<file path="src/rtl/video_format_detector_if.sv">
// Video timing bundle: raw de/hs/vs from the source and the measured format back to the sink.
interface video_format_detector_if #(
  parameter int MAX_WIDTH  = 1920,
  parameter int MAX_HEIGHT = 1080
);
  localparam int WO = $clog2(MAX_WIDTH);
  localparam int HO = $clog2(MAX_HEIGHT);

  logic          I_rgb_de;
  logic          I_rgb_hs;
  logic          I_rgb_vs;
  logic [WO-1:0] O_image_width;
  logic [HO-1:0] O_image_height;
  logic          O_image_valid;
  logic          O_frame_start;
  logic          O_line_start;
  logic          O_format_changed;

  modport master (
    output I_rgb_de, I_rgb_hs, I_rgb_vs,
    input  O_image_width, O_image_height, O_image_valid,
           O_frame_start, O_line_start, O_format_changed
  );

  modport slave (
    input  I_rgb_de, I_rgb_hs, I_rgb_vs,
    output O_image_width, O_image_height, O_image_valid,
           O_frame_start, O_line_start, O_format_changed
  );
endinterface

</file>
<file path="src/rtl/video_format_detector.sv">
// Measures active width/height from de/vs and declares the format valid once
// STABLE_FRAMES consecutive good frames of identical size have been seen.
module video_format_detector #(
  parameter int MAX_WIDTH     = 1920,
  parameter int MAX_HEIGHT    = 1080,
  parameter int STABLE_FRAMES = 2
) (
  input  logic                   I_rgb_clk,
  input  logic                   I_rst_n,
  video_format_detector_if.slave vid
);
  localparam int WO = $clog2(MAX_WIDTH);
  localparam int HO = $clog2(MAX_HEIGHT);
  localparam int CW = $clog2(MAX_WIDTH + 2);
  localparam int LW = $clog2(MAX_HEIGHT + 2);
  localparam int SW = 4;
  localparam logic [CW-1:0] PIX_SAT  = CW'(MAX_WIDTH + 1);
  localparam logic [LW-1:0] LINE_SAT = LW'(MAX_HEIGHT + 1);
  localparam logic [SW-1:0] STABLE_N = SW'(STABLE_FRAMES);

  logic          de_p0, vs_p0;
  logic [CW-1:0] pix_cnt, frame_w, prev_w, img_w;
  logic [LW-1:0] line_cnt, prev_h, img_h;
  logic          line_act, err;
  logic [SW-1:0] stable_cnt, stable_nxt;
  logic          valid, frame_start, line_start, changed;
  logic          de_rise, de_fall, vs_rise;
  logic          good, same, valid_nxt;

  // Edges are seen at the clock edge that loads the new registered value.
  assign de_rise = vid.I_rgb_de & ~de_p0;
  assign de_fall = ~vid.I_rgb_de & de_p0;
  assign vs_rise = vid.I_rgb_vs & ~vs_p0;

  always_comb begin
    good = ~err && (frame_w != '0) && (frame_w <= CW'(MAX_WIDTH))
           && (line_cnt != '0) && (line_cnt <= LW'(MAX_HEIGHT));
    same = (frame_w == prev_w) && (line_cnt == prev_h);
    stable_nxt = '0;
    if (good && same)
      stable_nxt = (stable_cnt >= STABLE_N) ? STABLE_N : stable_cnt + 1'b1;
    else if (good)
      stable_nxt = SW'(1);
    valid_nxt = (stable_nxt == STABLE_N);
  end

  always_ff @(posedge I_rgb_clk or negedge I_rst_n) begin
    if (!I_rst_n) begin
      de_p0       <= 1'b0;
      vs_p0       <= 1'b0;
      pix_cnt     <= '0;
      frame_w     <= '0;
      prev_w      <= '0;
      img_w       <= '0;
      line_cnt    <= '0;
      prev_h      <= '0;
      img_h       <= '0;
      line_act    <= 1'b0;
      err         <= 1'b0;
      stable_cnt  <= '0;
      valid       <= 1'b0;
      frame_start <= 1'b0;
      line_start  <= 1'b0;
      changed     <= 1'b0;
    end else begin
      de_p0       <= vid.I_rgb_de;
      vs_p0       <= vid.I_rgb_vs;
      frame_start <= vs_rise;
      line_start  <= de_rise & ~vid.I_rgb_hs;
      changed     <= 1'b0;
      if (vs_rise) begin
        // Close the frame; any line still in progress is dropped.
        prev_w     <= frame_w;
        prev_h     <= line_cnt;
        stable_cnt <= stable_nxt;
        valid      <= valid_nxt;
        if (valid_nxt) begin
          img_w <= frame_w;
          img_h <= line_cnt;
        end
        changed  <= (valid & ~valid_nxt) |
                    (valid_nxt & ((frame_w != img_w) || (line_cnt != img_h)));
        pix_cnt  <= '0;
        frame_w  <= '0;
        line_cnt <= '0;
        err      <= 1'b0;
        line_act <= 1'b0;
      end else begin
        if (de_rise) begin
          pix_cnt  <= CW'(1);
          line_act <= 1'b1;
        end else if (vid.I_rgb_de && pix_cnt != PIX_SAT) begin
          pix_cnt <= pix_cnt + 1'b1;
        end
        if (de_fall && line_act) begin
          line_act <= 1'b0;
          if (line_cnt == '0)
            frame_w <= pix_cnt;
          else if (pix_cnt != frame_w)
            err <= 1'b1;
          if (line_cnt != LINE_SAT)
            line_cnt <= line_cnt + 1'b1;
        end
      end
    end
  end

  assign vid.O_image_width    = img_w[WO-1:0];
  assign vid.O_image_height   = img_h[HO-1:0];
  assign vid.O_image_valid    = valid;
  assign vid.O_frame_start    = frame_start;
  assign vid.O_line_start     = line_start;
  assign vid.O_format_changed = changed;
endmodule

</file>
<file path="src/flat_wrapper.sv">
// flat-port wrapper written by rule: the top's interface ports become plain ports
module video_format_detector_flat 
#(
  parameter int MAX_WIDTH     = 1920,
  parameter int MAX_HEIGHT    = 1080,
  parameter int STABLE_FRAMES = 2
)
  (I_rgb_clk, I_rst_n, vid_I_rgb_de, vid_I_rgb_hs, vid_I_rgb_vs, vid_O_image_width, vid_O_image_height, vid_O_image_valid, vid_O_frame_start, vid_O_line_start, vid_O_format_changed);
  video_format_detector_if #(.MAX_WIDTH(MAX_WIDTH), .MAX_HEIGHT(MAX_HEIGHT)) vid_i ();
  input  logic I_rgb_clk;
  input  logic I_rst_n;
  input wire logic [$bits(vid_i.I_rgb_de)-1:0] vid_I_rgb_de;
  input wire logic [$bits(vid_i.I_rgb_hs)-1:0] vid_I_rgb_hs;
  input wire logic [$bits(vid_i.I_rgb_vs)-1:0] vid_I_rgb_vs;
  output wire logic [$bits(vid_i.O_image_width)-1:0] vid_O_image_width;
  output wire logic [$bits(vid_i.O_image_height)-1:0] vid_O_image_height;
  output wire logic [$bits(vid_i.O_image_valid)-1:0] vid_O_image_valid;
  output wire logic [$bits(vid_i.O_frame_start)-1:0] vid_O_frame_start;
  output wire logic [$bits(vid_i.O_line_start)-1:0] vid_O_line_start;
  output wire logic [$bits(vid_i.O_format_changed)-1:0] vid_O_format_changed;
  assign vid_i.I_rgb_de = vid_I_rgb_de;
  assign vid_i.I_rgb_hs = vid_I_rgb_hs;
  assign vid_i.I_rgb_vs = vid_I_rgb_vs;
  assign vid_O_image_width = vid_i.O_image_width;
  assign vid_O_image_height = vid_i.O_image_height;
  assign vid_O_image_valid = vid_i.O_image_valid;
  assign vid_O_frame_start = vid_i.O_frame_start;
  assign vid_O_line_start = vid_i.O_line_start;
  assign vid_O_format_changed = vid_i.O_format_changed;
  video_format_detector #(.MAX_WIDTH(MAX_WIDTH), .MAX_HEIGHT(MAX_HEIGHT), .STABLE_FRAMES(STABLE_FRAMES)) u_core (.I_rgb_clk(I_rgb_clk), .I_rst_n(I_rst_n), .vid(vid_i));
endmodule
</file>
<file path="config.mk">
export PLATFORM = sky130hd
export DESIGN_NAME = video_format_detector_flat
export DESIGN_NICKNAME = d
export VERILOG_FILES = /design/src/rtl/video_format_detector_if.sv /design/src/rtl/video_format_detector.sv /design/src/flat_wrapper.sv
export SDC_FILE = /design/constraint.sdc
export NUM_CORES = 1
export LEC_CHECK = 0
export ABC_AREA = 1
export CORE_ASPECT_RATIO = 2
export CORE_MARGIN = 2
export CORE_UTILIZATION = 25
export DETAILED_ROUTE_END_ITERATION = 8
export PLACE_DENSITY_LB_ADDON = 0.12
export SETUP_SLACK_MARGIN = 0.4
export SLEW_MARGIN = 25
export SYNTH_ARGS = -nofsm -noshare
export SYNTH_HDL_FRONTEND = slang
export SYNTH_SLANG_ARGS = --single-unit
</file>
<file path="constraint.sdc">
create_clock -name I_rgb_clk -period 4.9 [get_ports I_rgb_clk]
set_input_delay 0.49 -clock I_rgb_clk [delete_from_list [all_inputs] [get_ports I_rgb_clk]]
set_output_delay 0.49 -clock I_rgb_clk [all_outputs]
set_load 0.01 [all_outputs]
</file>
==> PnR_summary.wiki <==
{| class="wikitable"
! Metric !! Value
|-
| Final count of negative-setup-slack endpoints || 0
|-
| Leakage power || 2.76 nW
|-
| Clock latency on the worst-skew pair || 0.35 ns
|-
| Wire length of the first global-routing pass || 23.5 mm
|-
| Global router's overall resource usage || 14.4%
|-
| Post-cts resize count || 0
|-
| Clock sink count || 89
|-
| Share of the synthesized area in compound gates (AO/OA/AOI/OAI) || 8.48%
|-
| Fraction of the yosys area taken by sequential cells || 44.0%
|-
| Worst Tran Pin Value || 0.787 ns
|-
| Post-CTS clock slew at the launch and capture registers of the worst setup and hold paths || 0.07 ns
|-
| Leftover overflow at the end of global routing || 0
|-
| Worst Setup Start Kind || flip-flop
|-
| Main combinational cell family by area after synthesis || simple AND/OR/NAND/NOR gates
|-
| R2R Path End || u_core.vid.O_image_width[1]$_DFFE_PN0P_
|-
| Outcome || finished, final reports clean
|-
| Slowest cell on crit path || dfrtp_1
|-
| Top post-synthesis cells by count || nand2_1, dfrtp_1, inv_1
|-
| Portion of synthesized cell area occupied by the leading cell type || 44.0%
|-
| Post-synth top area cell || dfrtp_1
|-
| Post-Synth XOR/XNOR Area || 4.67%
|-
| Routed wire per std cell || 16.1 um
|-
| Count of hold-fix buffers inserted at cts || 0
|-
| Fin. Hold Viols || 0
|-
| Post-detailed-routing wire length || 14.7 mm
|-
| Synth-to-Final Area Change || 15.5%
|-
| Ant. Diodes || 0
|-
| Power density normalized to cell area || 343 nW/um^2
|-
| Most frequently used flop master after synthesis || dfrtp_1
|-
| Maximum fanout along the worst path || 24
|-
| Origin of the worst setup path || u_core.line_cnt[1]$_DFFE_PN0P_
|-
| Flip-flop and latch count after synthesis || 89
|-
| Worst reg-to-reg setup slack || 2.14 ns
|-
| Destination of the critical timing path || u_core.vid.O_image_width[1]$_DFFE_PN0P_
|-
| Async SR Flop Fraction || 100%
|-
| Setup Crit Path Kind || reg -> reg
|-
| Core Footprint || 19900 um^2
|-
| Fraction of layout instances using a drive strength above 1 || 13.2%
|-
| Final worst path period share || 56.4%
|-
| TritonCTS clock tree || done
|-
| Final estimated routing congestion in global placement || 0.776
|-
| I/O pin cnt || 31
|-
| Total of max-cap violations || 0
|-
| Number of remaining DRC errors || 0
|-
| Die Y-Extent || 205 um
|-
| Syn. warnings || 0
|-
| Final critical path time including I/O delays and setup || 2.76 ns
|-
| Delay contributed by the slowest stage of the critical path || 0.47 ns
|-
| Clock buffers created by TritonCTS || 9
|-
| Clock Root Buffer || clkbuf_16
|-
| Portion of netlist area occupied by mux cells || 0%
|-
| Worst slew margin relative to its limit || 47.5%
|-
| Antenna Violating Nets Remaining || 0
|-
| Pre-Repair DR Iteration Count || 4
|-
| Worst setup timing slack at the placement stage || 1.95 ns
|-
| Cell breakdown of the critical path || inv_2, ha_1, inv_1, nor2_1, nand2_1, nor2_1, nor2_1, nand3_1, nor2_2, nand3_4, nor2_8, nand3_4, nand2_1, nand2_1
|-
| Peak Freq || 362 MHz
|-
| Postcts setup bufs || 0
|-
| Initial core utilization || 25.4%
|-
| Via count normalized by instance count || 4.52
|-
| Reg-to-Reg Start || u_core.line_cnt[1]$_DFFE_PN0P_
|-
| Half-perimeter wire length of the detailed placement result || 10.8 mm
|-
| Port Buf Inserts || 30
|-
| Instance count of the mapped netlist || 638
|-
| Overall via count from detail_route || 4132
|-
| Max Transition Viols Final || 0
|-
| Nets@finish || 659
|-
| Deepest clock path buffer count || 2
|-
| Number of enable-type register cells in the synthesized netlist || 0
|-
| Type of the most critical hold path || in -> async
|-
| Worst-case vdd ir drop || 183 uV
|-
| Largest net degree at the start of global routing || 75
|-
| Crit path required time || 5.13 ns
|-
| Via count of the first global-routing pass || 4210
|-
| Deepest level of the CTS H-tree || 3
|-
| Kind of end point of the critical path || flip-flop
|-
| Area contributors post-synth || dfrtp_1, nand2_1, inv_1
|-
| Library cell with the highest instance count after synthesis || nand2_1
|-
| Setup repair after global routing missed its margin || no
|-
| Final worst setup slack || 2.14 ns
|-
| Number of rows in the core area || 73
|-
| Syn Nets || 650
|-
| Post-Synthesis Cell Area || 5060 um^2
|-
| Adder and majority cell fraction of the synthesized area || 1.73%
|-
| Worst Clk Skew || 0.00989 ns
|-
| Simple-Gate Fraction of Synth Area || 30.8%
|-
| Fraction of the core area covered by cells at the end of the flow || 29.3%
|-
| Die Width || 105 um
|-
| Number of DRC markers after the initial detailed-route iteration || 140
|-
| Count of cells along the worst register-to-register path || 14
|-
| Antenna violations before repair || 0
|-
| Total die area || 21500 um^2
|-
| Endpoint arrival time on the critical path || 2.99 ns
|-
| Aggregate negative setup slack || 0 ns
|-
| Average size of a mapped cell || 7.93 um^2
|-
| Count of different cell masters after synthesis || 40
|}
worst min-delay path by stage:
stage	startpoint	slack [ns]	to	cells after the start
after floorplan	I_rst_n	0.19	u_core.de_p0$_DFF_PN0_	0
after global placement	u_core.prev_h[10]$_DFFE_PN0P_	0.47	u_core.prev_h[10]$_DFFE_PN0P_	2
after detailed placement	u_core.prev_h[10]$_DFFE_PN0P_	0.48	u_core.prev_h[10]$_DFFE_PN0P_	2
after CTS	I_rst_n	0.16	u_core.pix_cnt[8]$_DFFE_PN0P_	1
after global routing	I_rst_n	0.19	u_core.vid.O_line_start$_DFF_PN0_	1
final	I_rst_n	0.15	u_core.vid.O_line_start$_DFF_PN0_	1
cells by family after synthesis:
family                     Yosys count
adders and majority gates            7
xor gates and xnor gates            27
and+or+nand+nor                    327
AOI/OAI and AO/OA                   78
DFF                                 89
buffers and inverters              110
registers in the layout (all words and copies together) (netlist names), 4 cells and up:
signal / cells
u_core.frame_w: 11
u_core.line_cnt: 11
u_core.pix_cnt: 11
u_core.prev_h: 11
u_core.prev_w: 11
u_core.stable_cnt: 4
u_core.vid.O_image_height: 11
u_core.vid.O_image_width: 11
power by group:
part | switching [mW] | internal (mW) | leakage, nW | total [mW]
registers | 0.0506 | 0.768 | 1.22 | 0.819
logic | 0.216 | 0.110 | 1.37 | 0.326
clock network | 0.308 | 0.549 | 0.176 | 0.857
total | 0.575 | 1.43 | 2.76 | 2.00
area by class of cell:
type	count	area, um^2
repair buffers	33	320
fillers	2196	14100
clock inverters	6	130
flip-flops and latches	89	2230
multi-input cells	439	2320
well taps	262	328
inverters	75	289
clock buffers	10	229
critical path: cells and delay by family, from the launching register on:
kind                     cells  cell delay (ns)
adder cells (fa/ha/maj)      1             0.21
buffers and inverters        2             0.17
flip-flops                   1             0.47
AND/OR/NAND/NOR             11             1.76
through the flow:
step / area (um^2) / hold slack, ns / std cells / power [mW]
floorplan: 5060 / 0.194 / 638 / 1.06
finish: 5840 / 0.155 / 914 / 2.00
detailed placement: 5480 / 0.478 / 898 / 1.17
global route: 5840 / 0.192 / 914 / 2.10
global placement: 5480 / 0.475 / 898 / 1.17
CTS: 5840 / 0.164 / 914 / 2.04
per-layer routing:
layer / track usage (%) / up-vias / wire, um
li1: - / 2057 / -
met3: 2.12 / 22 / 300
met2: 29.1 / 59 / 8770
met4: 6.29 / 0 / 387
met5: 0 / - / 0
met1: 14.1 / 1994 / 5220
layout by cell type (no fill, tap or decap), types with 9 or more instances in the layout:
master,count
xor2_1,17
nand4_1,30
inv_1,56
nor2_1,43
nand2_1,166
clkdlybuf4s50_1,29
nand2_2,22
dfrtp_1,89
nand3_1,23
a21oi_1,18
nor3_1,13
o21ai_0,41
clkbuf_16,9
xnor2_1,10
inv_2,15
o22ai_1,9
(Power assumes the default switching activity.)
